`src/rtl/song_tutor.sv`:
```
// Follow-the-lights melody trainer: lights the expected note from a loadable
// melody RAM, waits for a press and release of that key, counts wrong presses.
module song_tutor #(
  parameter int unsigned NOTE_W    = 4,
  parameter int unsigned LED_W     = 8,
  parameter int unsigned ADDR_W    = 6,
  parameter int unsigned NONE_CODE = 0,
  parameter int unsigned ERR_W     = 8
) (
  input  logic              CLK,
  input  logic              RESET,
  input  logic [NOTE_W-1:0] note,
  input  logic              start,
  input  logic              abort,
  input  logic              loop,
  input  logic [ADDR_W:0]   song_len,
  input  logic              wr_en,
  input  logic [ADDR_W-1:0] wr_addr,
  input  logic [NOTE_W-1:0] wr_note,
  output logic [LED_W-1:0]  Led,
  output logic              busy,
  output logic              done,
  output logic [ADDR_W-1:0] position,
  output logic [NOTE_W-1:0] expected,
  output logic [ERR_W-1:0]  err_count
);

  localparam int unsigned MAX_LEN = 1 << ADDR_W;
  localparam logic [ADDR_W:0] MAX_LEN_L = (ADDR_W+1)'(MAX_LEN);

  typedef enum logic [2:0] {IDLE, FETCH, ARM, PROMPT, WRONG, HELD} state_t;

  state_t state, state_next;

  logic [NOTE_W-1:0] mem [MAX_LEN];
  logic [ADDR_W:0]   len;
  logic              none_c;
  logic              last_c;
  logic              accept_c;

  function automatic logic [LED_W-1:0] decode(input logic [NOTE_W-1:0] n);
    logic [LED_W-1:0] d;
    d = '0;
    for (int k = 1; k <= int'(LED_W); k++) begin
      if (n == NOTE_W'(k)) d[k-1] = 1'b1;
    end
    return d;
  endfunction

  assign none_c   = (note == NOTE_W'(NONE_CODE));
  assign last_c   = ({1'b0, position} == (len - (ADDR_W+1)'(1)));
  assign accept_c = (state == IDLE) && start && (song_len != '0);

  // Melody RAM write port; the player cannot rewrite the song mid-lesson
  always_ff @(posedge CLK) begin
    if (wr_en && (state == IDLE)) mem[wr_addr] <= wr_note;
  end

  always_ff @(posedge CLK or posedge RESET) begin
    if (RESET) state <= IDLE;
    else       state <= state_next;
  end

  always_comb begin
    state_next = state;
    case (state)
      IDLE:    if (accept_c) state_next = FETCH;
      FETCH:   state_next = ARM;
      ARM:     if (none_c) state_next = PROMPT;
      PROMPT: begin
        if (note == expected) state_next = HELD;
        else if (!none_c)     state_next = WRONG;
      end
      WRONG:   if (none_c) state_next = PROMPT;
      HELD: begin
        if (none_c) begin
          if (!last_c)   state_next = FETCH;
          else if (loop) state_next = FETCH;
          else           state_next = IDLE;
        end
      end
      default: state_next = IDLE;
    endcase
    if (abort && (state != IDLE)) state_next = IDLE;
  end

  // Registered outputs and lesson bookkeeping
  always_ff @(posedge CLK or posedge RESET) begin
    if (RESET) begin
      Led       <= '0;
      busy      <= 1'b0;
      done      <= 1'b0;
      position  <= '0;
      expected  <= '0;
      err_count <= '0;
      len       <= '0;
    end else begin
      busy <= (state_next != IDLE);
      done <= (state == HELD) && none_c && last_c && !abort;

      if (state_next == IDLE) begin
        Led <= '0;
      end else begin
        case (state)
          ARM, PROMPT, HELD: Led <= decode(expected);
          WRONG:             Led <= '1;
          default:           Led <= '0;
        endcase
      end

      if (accept_c) begin
        len       <= (song_len > MAX_LEN_L) ? MAX_LEN_L : song_len;
        position  <= '0;
        err_count <= '0;
      end

      if (state == FETCH) expected <= mem[position];

      // One error per wrong press: only the PROMPT->WRONG transition counts
      if ((state == PROMPT) && !abort && !none_c && (note != expected) &&
          (err_count != '1))
        err_count <= err_count + ERR_W'(1);

      if ((state == HELD) && !abort && none_c) begin
        if (!last_c)   position <= position + ADDR_W'(1);
        else if (loop) position <= '0;
      end
    end
  end

endmodule
```
`config.mk`:
```
export PLATFORM = sky130hd
export DESIGN_NAME = song_tutor
export DESIGN_NICKNAME = d
export VERILOG_FILES = /design/src/rtl/song_tutor.sv
export SDC_FILE = /design/constraint.sdc
export NUM_CORES = 1
export LEC_CHECK = 0
export ABC_CLOCK_PERIOD_IN_PS = 2380
export CORE_MARGIN = 1
export CORE_UTILIZATION = 54
export CTS_CLUSTER_DIAMETER = 200
export DETAILED_ROUTE_END_ITERATION = 8
export GPL_TIMING_DRIVEN = 1
export PLACE_DENSITY_LB_ADDON = 0.25
export SETUP_SLACK_MARGIN = 0.2
export SLEW_MARGIN = 10
export SYNTH_ARGS = -nofsm -noshare
export SYNTH_HDL_FRONTEND = slang
export SYNTH_SLANG_ARGS = --single-unit
```
`constraint.sdc`:
```
create_clock -name CLK -period 2.38 [get_ports CLK]
set_input_delay 0.357 -clock CLK [delete_from_list [all_inputs] [get_ports CLK]]
set_output_delay 0.357 -clock CLK [all_outputs]
set_load 0.02 [all_outputs]
```
Word level (Yosys, flattened, before mapping):

Memory sizes are Yosys's and may differ from the RTL's. A register that Yosys moved wholly into a read port is not among the register bits.
Index checks and enable logic that the tools add are counted.

* register bits after elaboration: 34
* memory bits (writable): 256
* output and inout port bits: 28
* memories kept: 1

Memories
* mem: depth 64, bits a word 4, rd ports 1, clocked after Yosys merged registers in 1, write ports 1, RTL line 35 `logic [NOTE_W-1:0] mem [MAX_LEN];`

* magnitude comparators: 1
* equality and inequality tests: 17
* muxes and demuxes: 28
* add/sub/neg operators: 3
* reduce and logical (&&, ||, !) cells: 24

Operators by type and width (count)
* $mux W6: 4
* $mux W8: 3
* $mux W3: 6
* $eq A4 B3 Y1 const B: 4
* $pmux W8 S2: 1
* $pmux W3 S5: 1
* $logic_and A1 B1 Y1: 13
* $mux W1: 12
* $add A8 B1 Y8 const B: 1
* $eq A4 B2 Y1 const B: 2
* $ne A8 B8 Y1 const B: 1
* $eq A6 B7 Y1: 1
* $gt A7 B7 Y1 const B: 1
* $mux W7: 1
* $reduce_bool A7 Y1: 1
* $sub A7 B1 Y7 const B: 1
* $add A6 B1 Y6 const B: 1
* $eq A3 B2 Y1 const B: 2
* $eq A3 B3 Y1 const B: 2
* $logic_not A3 Y1: 2
* $reduce_bool A3 Y1: 2
* $eq A4 B1 Y1 const B: 1
* $eq A4 B4 Y1: 1
* $eq A4 B4 Y1 const B: 1
* other kinds (7): 8

Longest topological paths before layout:

Gate-level depths: netlist of run 1.

* depth in word-level cells: 8
* gate-level depth with buffers: 9

Worst setup path before layout of run 1:

No wires, ideal clock.

* kind: register to register
* start: register len[0]
* end: register Led[3]
* required time: 2246 ps
* arrival: 2173 ps
* period minus slack after synthesis: 2306 ps
* stages on the path, launching flop included: 9
* setup time: 134 ps
* path slack: 74 ps
* cell sequence: dfrtp_1 -> inv_1 -> ha_1 -> or3b_1 -> o31ai_2 -> nand3_1 -> or4_4 -> a21oi_4 -> a211oi_1

* cells in the longest elaborated chain, start to end: 8

RTL lines
* from (decl): RTL line 36 `logic [ADDR_W:0] len;`
* from (signal assigned): RTL line 112 `len <= (song_len > MAX_LEN_L) ? MAX_LEN_L : song_len;`
* $sub A7 B1 Y7: RTL line 51 `assign last_c = ({1'b0, position} == (len - (ADDR_W+1)'(1)));`
* $eq A6 B7 Y1: RTL line 51
* $mux W1: RTL line 77 `if (!last_c) state_next = FETCH;`
* $mux W3: RTL line 76 `if (none_c) begin`
* $pmux W3 S5: RTL line 66 `case (state)`
* $mux W3: RTL line 84 `if (abort && (state != IDLE)) state_next = IDLE;`
* $logic_not A3 Y1: RTL line 101 `if (state_next == IDLE) begin`
* $mux W8: RTL line 101
* to (signal assigned): RTL line 105 `ARM, PROMPT, HELD: Led <= decode(expected);`
* to (decl): RTL line 20 `output logic [LED_W-1:0] Led,`

No other way between the ends.
A chain may end at the register's enable or synchronous reset.

Worst setup path in the final report of run 1:

* start: register len[1]
* end: register position[5]

* cells in the longest elaborated chain, start to end: 4

RTL lines
* $sub A7 B1 Y7: RTL line 51
* $eq A6 B7 Y1: RTL line 51
* $mux W6: RTL line 125 `if (!last_c) position <= position + ADDR_W'(1);`
* $mux W6: RTL line 124 `if ((state == HELD) && !abort && none_c) begin`
* to (signal assigned): RTL line 125
* to (decl): RTL line 23 `output logic [ADDR_W-1:0] position,`

No other way between the ends.

==> metrics.cfg, run 1 <==
[clock_network]
clk_pin_slew_ns = 0.06
clk_latency_ns = 0.55
cts_root_buf = clkbuf_16
clock-sinks = 294
cts_tree = built
htree_num_levels = 1
cts_buffers = 30
clockBufferDepth = 3

[final_layout]
antenna_cells = 0
post-route-util = 0.687
num-fill-cells = 1429
stdcell_count = 1227
post-route-cell-area_um2 = 15200
drive_gt1_frac = 0.300
fin_nets = 955
mostFrequentLayoutCell = edfxtp_1
area_growth_pct = 23.2
final_cell_mix = edfxtp_1, buf_4, nor2_1, mux4_2, nand2_1

[logic_synthesis]
synthTopCellsByArea = edfxtp_1, mux4_2, dfrtp_1, nor2_1, mux2i_1
avgSynthCellArea_um2 = 15.8
synth_edf_count = 256
synth_area_um2 = 12300
seq_area_frac_synth = 0.701
syn-num-nets = 811
ys_ff_latch = 294
synthArstFlopShare = 0.129
synth_cell_types = 58
synth_cells = 781
yosysTopAreaCell = edfxtp_1
synthFlopType = edfxtp_1
ys_warn_count = 0
synth_top_cell_area_share = 0.624

[global_routing]
grt_usage = 0.247
grt_first_pass_wirelength_mm = 43.6
grt_max_degree = 65
grt_antenna_before_repair = 0
grt_pass1_vias = 7696
gr-total-overflow = 0

[power_and_ir_drop]
power_density_nw_per_um2 = 794
pwr-share-clk = 0.351
p_leak_uw = 0.00500
pwr-share-comb = 0.152
p_sw_uw = 3150
p_int_uw = 8900
switching_share = 0.261
sequentialPowerShare = 0.497
ir_worst_vdd_v = 0.000540

[die]
die_w_um = 153
io_pins = 55
rows = 54
initial_core_util = 0.558
core_um2 = 22100
die_area_um2 = 23400
chipHeight_um = 153

[timing]
hold_violations = 0
drv_slew = 0
tightest_slew_ns = 0.810
fin_crit_sh = 0.976
fmaxAchievable_mhz = 431
worst_slack_ns = 0.0575
setup_viol = 0
slew_headroom = 0.459
fin_skew_ns = 0.0208
fin_crit_ns = 2.32
grt_setup_unrepaired = yes

[critical_path]
required_ns = 2.80
reg2regPathDepth = 8
cp_data_arrival_time_ns = 2.74
critPathLaunchType = flip-flop
reg2reg_from = len[1]
reg2reg_to = position[5]
worst-setup-path-type = flip-flop to flip-flop
rrSetupSlack_ns = 0.06
crit_path_end = position[5]
end_kind = flip-flop
crit_fanout = 6
crit_start = len[1]

[routing]
drt-pass1-iter-count = 5
drc = 0
wl_mm = 28.5
ant_nets = 0
drt-initial-drc-count = 655
wl_per_cell_um = 23.2
vias = 7524
vias_per_cell = 6.13

[place]
placed_area_um2 = 13700
io_buffers = 54
dp_hpwl_mm = 18.6
place_ws_ns = -0.136
finalWeightedCongestion = 0.846
dpl.cell_count = 1150

[flow_run]
maxCapViolCount = 0

[outcome]
status = finished, final reports clean

[worst_hold_path]
hold_path_class = input port to async pin

## flip-flops by register name (all words and copies together), names as in the netlist
| register | count |
|---|---|
| Led | 8 |
| busy | 1 |
| done | 1 |
| err_count | 8 |
| expected | 4 |
| len | 7 |
| mem | 256 |
| position | 6 |
| state | 3 |
## final cells by class
class	count	area, µm²	share of cell area
multi-input cells	442	3860	0.254
clock buffers	38	802	0.0528
clock inverters	16	82.6	0.00544
well taps	280	350	0.0231
inverters	10	37.5	0.00247
flip-flops and latches	294	8650	0.570
repair buffers	147	1400	0.0923
## worst min-delay path by stage
stage               cells after the start  slack, ns         start           end
finish                                  2       0.21         RESET   expected[1]
global route                            2       0.26         RESET      state[1]
CTS                                     2       0.21         RESET      state[1]
detailed placement                      1       0.53  err_count[6]  err_count[6]
global placement                        1       0.51  err_count[3]  err_count[3]
floorplan                               1       0.42         abort      state[2]
## Yosys cell counts, types with 2 or more instances
| cell type | number |
|---|---|
| inv_1 | 9 |
| o221ai_1 | 5 |
| o31ai_2 | 2 |
| clkbuf_1 | 16 |
| ha_1 | 3 |
| edfxtp_1 | 256 |
| nand3_1 | 23 |
| nor2b_1 | 14 |
| xnor2_1 | 8 |
| nand3b_1 | 5 |
| o31a_1 | 4 |
| mux4_2 | 52 |
| nand2_1 | 51 |
| o21a_1 | 2 |
| nor2_1 | 102 |
| nor4_1 | 4 |
| buf_2 | 10 |
| xor2_1 | 6 |
| nand4_1 | 4 |
| dfrtp_1 | 38 |
| o21ai_0 | 26 |
| buf_1 | 9 |
| and3_1 | 4 |
| a22oi_1 | 4 |
| a2111oi_0 | 4 |
| or3_1 | 3 |
| o211ai_1 | 2 |
| nor3_1 | 9 |
| a32oi_1 | 4 |
| a22o_1 | 2 |
| and2_1 | 3 |
| mux2_2 | 2 |
| o22ai_1 | 5 |
| o2111ai_1 | 3 |
| mux2i_1 | 27 |
| o41ai_1 | 5 |
| a211o_1 | 2 |
| a211oi_1 | 11 |
| nand2b_1 | 11 |
| or4_4 | 2 |
| a21oi_1 | 10 |
| a21o_1 | 3 |
## metal layers
metal / wire length [µm] / part of all wire / global-route usage / up-vias
met5: 0 / 0 / 0 / -
met4: 979 / 0.034 / 0.0924 / 0
met3: 1850 / 0.065 / 0.0371 / 69
met2: 14500 / 0.51 / 0.426 / 344
met1: 11100 / 0.39 / 0.317 / 3774
li1: - / - / - / 3337
## power groups by stage
stage | combinational, µW | clock, µW | sequential (µW)
detailed placement | 1700 | 0 | 6080
CTS | 1780 | 4280 | 5980
finish | 1830 | 4230 | 5990
global placement | 1650 | 0 | 6070
floorplan | 1000 | 0 | 6100
global route | 1970 | 4490 | 6010
## kinds of logic after synthesis
group | synth area share
flops | 0.701
simple gates | 0.0939
compound gates | 0.0577
mux | 0.119
buf+inv | 0.0153
xor+xnor | 0.00995
fa+ha+maj | 0.00305
## per-stage QoR
stage	TNS (ns)	hold slack, ns	total power, µW
6_report	0	0.209	12100
5_1_grt	-0.0260	0.260	12500
4_1_cts	0	0.208	12000
3_5_place_dp	-1.05	0.526	7780
3_3_place_gp	-0.788	0.509	7710
2_1_floorplan	0	0.423	7100
## what timing repair did
action,in CTS,in global routing
hold buffers,0,0
cloned,1,1
setup buffers,9,12
pin swaps,8,18
resized for setup,36,70
setup endpoints to repair,228,211
## critical path: stages, from the launching register on
cell and delay [ns]:
dfrtp_1 0.39, inv_2 0.07, ha_4 0.15, or3b_4 0.40
or4_4 0.45, nand4b_4 0.13, nor4_2 0.07, o21a_4 0.25
a211o_1 0.29
(Power assumes the default switching activity.)
==> run 2: changes to the inputs <==
- HOLD_SLACK_MARGIN: not set -> 0.06
==> results of run 2 <==
Same layout as run 1: the final DEF is identical, and so are final timing and power.
==> run 3: changes to the inputs <==
- CORE_MARGIN: 1 -> not set
==> results of run 3 <==
Same layout as run 1: the final DEF is identical, and so are final timing and power.
